### src/rtl/fetch_pkg.sv
// Shared fetch-stage definitions: instruction memory geometry, reset vector and FSM states.
package fetch_pkg;

  localparam int unsigned NUMBER_OF_INSTRUCTIONS = 1024;
  localparam int unsigned WORD_SIZE              = 32;
  localparam int unsigned IMEM_ADDR_BITS         = $clog2(NUMBER_OF_INSTRUCTIONS);
  localparam logic [WORD_SIZE-1:0] DEFAULT_RESET_PC = 32'h0000_0000;

  typedef enum logic [1:0] {
    EMPTY = 2'd0,
    RUN   = 2'd1,
    HOLD  = 2'd2
  } fetch_state_t;

endpackage

### src/rtl/instruction_fetch.sv
// Instruction fetch stage driving a one-cycle-latency synchronous instruction memory,
// with redirect, consumer stall and a hold register that keeps the output stable.
module instruction_fetch
  import fetch_pkg::*;
#(
  parameter logic [WORD_SIZE-1:0] RESET_PC = DEFAULT_RESET_PC
) (
  input  logic                 clk,
  input  logic                 reset,
  input  logic                 stall,
  input  logic                 redirect_valid,
  input  logic [WORD_SIZE-1:0] redirect_pc,
  output logic [WORD_SIZE-1:0] imem_addr,
  input  logic [WORD_SIZE-1:0] imem_instr,
  output logic [WORD_SIZE-1:0] instr_out,
  output logic [WORD_SIZE-1:0] pc_out,
  output logic                 instr_valid
);

  localparam int unsigned ADDR_PAD = WORD_SIZE - IMEM_ADDR_BITS;

  fetch_state_t         state_q, state_d;
  logic [WORD_SIZE-1:0] fetch_pc_q, fetch_pc_d;
  logic [WORD_SIZE-1:0] inflight_pc_q, inflight_pc_d;
  logic [WORD_SIZE-1:0] hold_q, hold_d;
  logic [WORD_SIZE-1:0] redirect_target;

  // Misaligned low bits of the redirect target are silently dropped.
  assign redirect_target = redirect_pc & ~WORD_SIZE'(3);

  always_comb begin
    state_d       = state_q;
    fetch_pc_d    = fetch_pc_q;
    inflight_pc_d = inflight_pc_q;
    hold_d        = hold_q;
    case (state_q)
      EMPTY: begin
        if (redirect_valid) begin
          fetch_pc_d = redirect_target;
        end else begin
          inflight_pc_d = fetch_pc_q;
          fetch_pc_d    = fetch_pc_q + WORD_SIZE'(4);
          state_d       = RUN;
        end
      end
      RUN: begin
        if (redirect_valid) begin
          fetch_pc_d = redirect_target;
          state_d    = EMPTY;
        end else if (stall) begin
          // Memory output is only valid this cycle, so park it for the stall.
          hold_d  = imem_instr;
          state_d = HOLD;
        end else begin
          inflight_pc_d = fetch_pc_q;
          fetch_pc_d    = fetch_pc_q + WORD_SIZE'(4);
        end
      end
      HOLD: begin
        if (redirect_valid) begin
          fetch_pc_d = redirect_target;
          state_d    = EMPTY;
        end else if (!stall) begin
          inflight_pc_d = fetch_pc_q;
          fetch_pc_d    = fetch_pc_q + WORD_SIZE'(4);
          state_d       = RUN;
        end
      end
      default: begin
        state_d = EMPTY;
      end
    endcase
  end

  always_ff @(posedge clk or negedge reset) begin
    if (!reset) begin
      state_q       <= EMPTY;
      fetch_pc_q    <= RESET_PC;
      inflight_pc_q <= '0;
      hold_q        <= '0;
    end else begin
      state_q       <= state_d;
      fetch_pc_q    <= fetch_pc_d;
      inflight_pc_q <= inflight_pc_d;
      hold_q        <= hold_d;
    end
  end

  // Outputs decode straight from registered state so reset clears them without a clock.
  always_comb begin
    instr_valid = 1'b0;
    instr_out   = '0;
    pc_out      = '0;
    case (state_q)
      RUN: begin
        instr_valid = 1'b1;
        instr_out   = imem_instr;
        pc_out      = inflight_pc_q;
      end
      HOLD: begin
        instr_valid = 1'b1;
        instr_out   = hold_q;
        pc_out      = inflight_pc_q;
      end
      default: begin
        instr_valid = 1'b0;
      end
    endcase
  end

  assign imem_addr = {ADDR_PAD'(0), fetch_pc_q[IMEM_ADDR_BITS+1:2]};

endmodule

### config.mk
export PLATFORM = sky130hd
export DESIGN_NAME = instruction_fetch
export DESIGN_NICKNAME = d
export VERILOG_FILES = /design/src/rtl/fetch_pkg.sv /design/src/rtl/instruction_fetch.sv
export SDC_FILE = /design/constraint.sdc
export NUM_CORES = 1
export LEC_CHECK = 0
export ABC_AREA = 1
export BUFFER_PORTS_ARGS = -buffer_cell sky130_fd_sc_hd__buf_2
export CELL_PAD_IN_SITES_DETAIL_PLACEMENT = 0
export CELL_PAD_IN_SITES_GLOBAL_PLACEMENT = 1
export CORE_ASPECT_RATIO = 2
export CORE_MARGIN = 5
export CORE_UTILIZATION = 40
export DETAILED_ROUTE_END_ITERATION = 10
export PLACE_DENSITY_LB_ADDON = 0.1
export SLEW_MARGIN = 15
export SYNTH_ARGS = -nofsm -noshare
export SYNTH_HDL_FRONTEND = slang
export SYNTH_SLANG_ARGS = --single-unit
### constraint.sdc
create_clock -name clk -period 2.7 [get_ports clk]
set_clock_uncertainty 0.2 [all_clocks]
set_input_delay 0.135 -clock clk [delete_from_list [all_inputs] [get_ports clk]]
set_output_delay 0.135 -clock clk [all_outputs]
set_load 0.01 [all_outputs]
==> qor.tcl <==
set qor(synth_cell_type_count) 33
set qor(timing.final.max_slew_violations) 0
set qor(ctsHtreeMaxLevel) 3
set qor(cts.path.max_buffers) 2
set qor(finalWeightedCongestion) 0.861
set qor(drive_gt1_frac) 0.194
set qor(crit_path_cell_trace) {inv_1 > ha_1 > buf_4 > inv_1 > buf_4 > a21oi_1 > buf_2}
set qor(max-slew-margin-rel) 0.373
set qor(cp.arrival_ns) 2.14
set qor(die_height_um) 179
set qor(placement.io_buffers) 138
set qor(avgRoutedWirePerCell_um) 13.9
set qor(crit_required_ns) 2.37
set qor(number_of_filler_cells_placed_in_the_layout) 1421
set qor(number_of_antenna_violations_at_the_first_check_in_global_routing) 0
set qor(seqCellArea_um2) 2350
set qor(vdd_ir_drop_max_mv) 0.480
set qor(worst_pin_slew_ns) 0.938
set qor(netlist.top_cell.by_area) {sky130_fd_sc_hd__dfrtp_1}
set qor(result_of_the_run) {completed}
set qor(final_common_cell) {sky130_fd_sc_hd__nand2_1}
set qor(cts-buffers-inserted) 9
set qor(relative_contribution_of_combinational_cells_to_total_power) 0.482
set qor(critPathMaxFanout) 33
set qor(crit_path_start) {state_q[0]}
set qor(globalRouteOverflowTotal) 0
set qor(yosysWarningCount) 0
set qor(clock_power_share) 0.189
set qor(grt.total_usage) 0.196
set qor(max_stage_delay_ns) 0.38
set qor(powerDensity_nw_per_um2) 1100
set qor(synth_area_leaders) {sky130_fd_sc_hd__dfrtp_1 (41%), sky130_fd_sc_hd__nand2_1 (17%), sky130_fd_sc_hd__o21ai_0 (9.7%)}
set qor(power.static_leakage_nw) 3.78
set qor(io-pin-count) 165
set qor(coreArea_um2) 14000
set qor(fin_setup_tns_ns) 0
set qor(share_of_synthesized_area_occupied_by_flip_flops_and_latches) 0.413
set qor(ys_ff_latch) 94
set qor(synth_cells) 805
set qor(clk_latency_ns) 0.34
set qor(drt_drc_violations_left) 0
set qor(worstSetupEndpointType) {output port}
set qor(minimum_clock_period_ns) 2.47
set qor(final_cell_mix) {sky130_fd_sc_hd__nand2_1 (252), sky130_fd_sc_hd__buf_2 (137), sky130_fd_sc_hd__o21ai_0 (110), sky130_fd_sc_hd__dfrtp_1 (94), sky130_fd_sc_hd__inv_1 (73)}
set qor(clk_pin_slew_worst_paths_ns) 0.06
set qor(crit_path_start_kind) {flip-flop}
set qor(power.internal_mw) 4.50
set qor(final_antenna_net_count) 0
set qor(min_from) {redirect_pc[10]}
set qor(final_cell_count_no_fill) 1168
set qor(route.detailed.vias_per_inst) 4.78
set qor(power_switching_share) 0.443
set qor(drt-initial-drc-count) 232
set qor(first_pass_iters) 5
set qor(grt_max_degree) 52
set qor(cp_slowest_cell) {sky130_fd_sc_hd__dfrtp_1}
set qor(timing_worst_setup_path_type) {flip-flop to output port}
set qor(floorplan.initialDensity) 0.408
set qor(wire_length_of_the_first_global_routing_pass_um) 26300
set qor(detailroute.via_count) 5580
set qor(timing_hold_violations_final) 0
set qor(final_nets) 1048
set qor(place_inst) 1091
set qor(finalWirelength_um) 16200
set qor(die_w_um) 94.4
set qor(rr_startpoint) {state_q[0]}
set qor(power_switching_mw) 3.57
set qor(sequentialPowerShare) 0.329
set qor(dieArea_um2) 16900
set qor(number_of_max_capacitance_violations_reported) 0
set qor(holdCritPathClass) {primary input to flip-flop}
set qor(postSynthAreaPerCell_um2) 7.08
set qor(area_share_of_the_leading_cell_type_in_the_synthesized_netlist) 0.413
set qor(unrepaired_setup_endpoints_after_global_routing) {no}
set qor(area_growth_pct) 28.2
set qor(tritoncts_clock_tree) {done}
set qor(core.rowCount) 61
set qor(cts.sink_count) 94
set qor(diodes) 0
set qor(post-dp-hpwl_um) 11900
set qor(master_cell_of_the_clock_root_buffer) {sky130_fd_sc_hd__clkbuf_16}
set qor(multi_input_comb_area_um2) 2670
set qor(first_global_vias) 5444
set qor(setup_violators_final) 0
set qor(final.period_utilization) 0.915
set qor(fmax_mhz) 405
set qor(post_synth_design_cell_area_um2) 5700
path summary, 6_finish.rpt:
path                                      to  slack, ns  cells after the start
setup reg to reg               fetch_pc_q[5]       0.47                      8
hold reg to reg            inflight_pc_q[19]       0.28                      2
min in group asynchronous   inflight_pc_q[3]       0.18                      2
hold / removal                fetch_pc_q[10]       0.01                      5
setup / recovery                instr_out[0]       0.23                      7
max in group asynchronous  inflight_pc_q[23]       1.43                      3
through the flow:
step / cell area [um^2] / setup WS, ns / hold slack (ns) / total power [mW] / util
after floorplan: 5790 / 0.861 / -0.361 / 5.37 / -
after global placement: 6330 / 0.543 / 0.0249 / 6.44 / 0.454
after detailed placement: 6330 / 0.473 / 0.0326 / 6.55 / 0.454
after CTS: 7310 / 0.195 / 0.00525 / 8.17 / 0.523
after global routing: 7310 / 0.0783 / 0.100 / 8.84 / 0.523
final: 7310 / 0.229 / 0.0150 / 8.07 / 0.523
worst max-delay path: cells and delay by family, from the launching register on:
family                     cells  cell delay [ns]
AOI/OAI and AO/OA              1             0.18
DFF                            1             0.38
buffers and inverters          5             0.90
adders and majority gates      1             0.30
cells in the mapped netlist (all sizes together):
cell / instances
and2: 1
clkbuf: 27
nand3: 37
o22ai: 5
inv: 76
nand4: 2
nor3: 2
o21ai: 116
mux2: 5
a22oi: 3
a21oi: 45
nand2: 258
o211ai: 1
xor2: 1
or2: 2
ha: 5
dfrtp: 94
buf: 49
nor2: 73
a31oi: 1
conb: 1
o211a: 1
area by class of cell:
cell class              count  share of cell area
flip-flops and latches     94               0.322
clock buffers              11              0.0318
clock inverters             4              0.0164
well taps                 189              0.0324
multi-input cells         582               0.365
repair buffers            212               0.194
inverters                  76              0.0390
registers in the layout (all words and copies together), names as in the netlist:
signal	cells
fetch_pc_q	30
hold_q	32
inflight_pc_q	30
state_q	2
power by group through the flow:
stage	registers (mW)	logic, mW	clock network, mW
after floorplan	2.52	2.85	0
after global placement	2.64	3.80	0
after detailed placement	2.67	3.88	0
after CTS	2.65	3.96	1.56
after global routing	2.77	4.47	1.61
final	2.65	3.89	1.52
cells by family after synthesis:
group | after synthesis | synth area share
AND/OR/NAND/NOR | 375 | 0.274
AO/OA/AOI/OAI | 172 | 0.155
buffers and inverters | 152 | 0.135
flip-flops | 94 | 0.413
adder cells (fa/ha/maj) | 5 | 0.0110
multiplexers | 5 | 0.00988
other | 1 | 0.000658
XOR/XNOR | 1 | 0.00154
routing by layer:
layer / GRT usage / vias to the layer above / routed length, um
met5: 0 / - / 0
met4: 0.0808 / 0 / 490
met3: 0.0286 / 25 / 728
met2: 0.356 / 148 / 8590
met1: 0.226 / 2567 / 6400
li1: - / 2840 / -
what timing repair did:
| action | CTS | global route |
|---|---|---|
| hold buffers | 62 | 0 |
| setup buffers | 0 | 0 |
| hold endpoints to repair | 111 | 0 |
| resized for setup | 0 | 0 |
No activity file was read; power rests on OpenSTA's default activity.
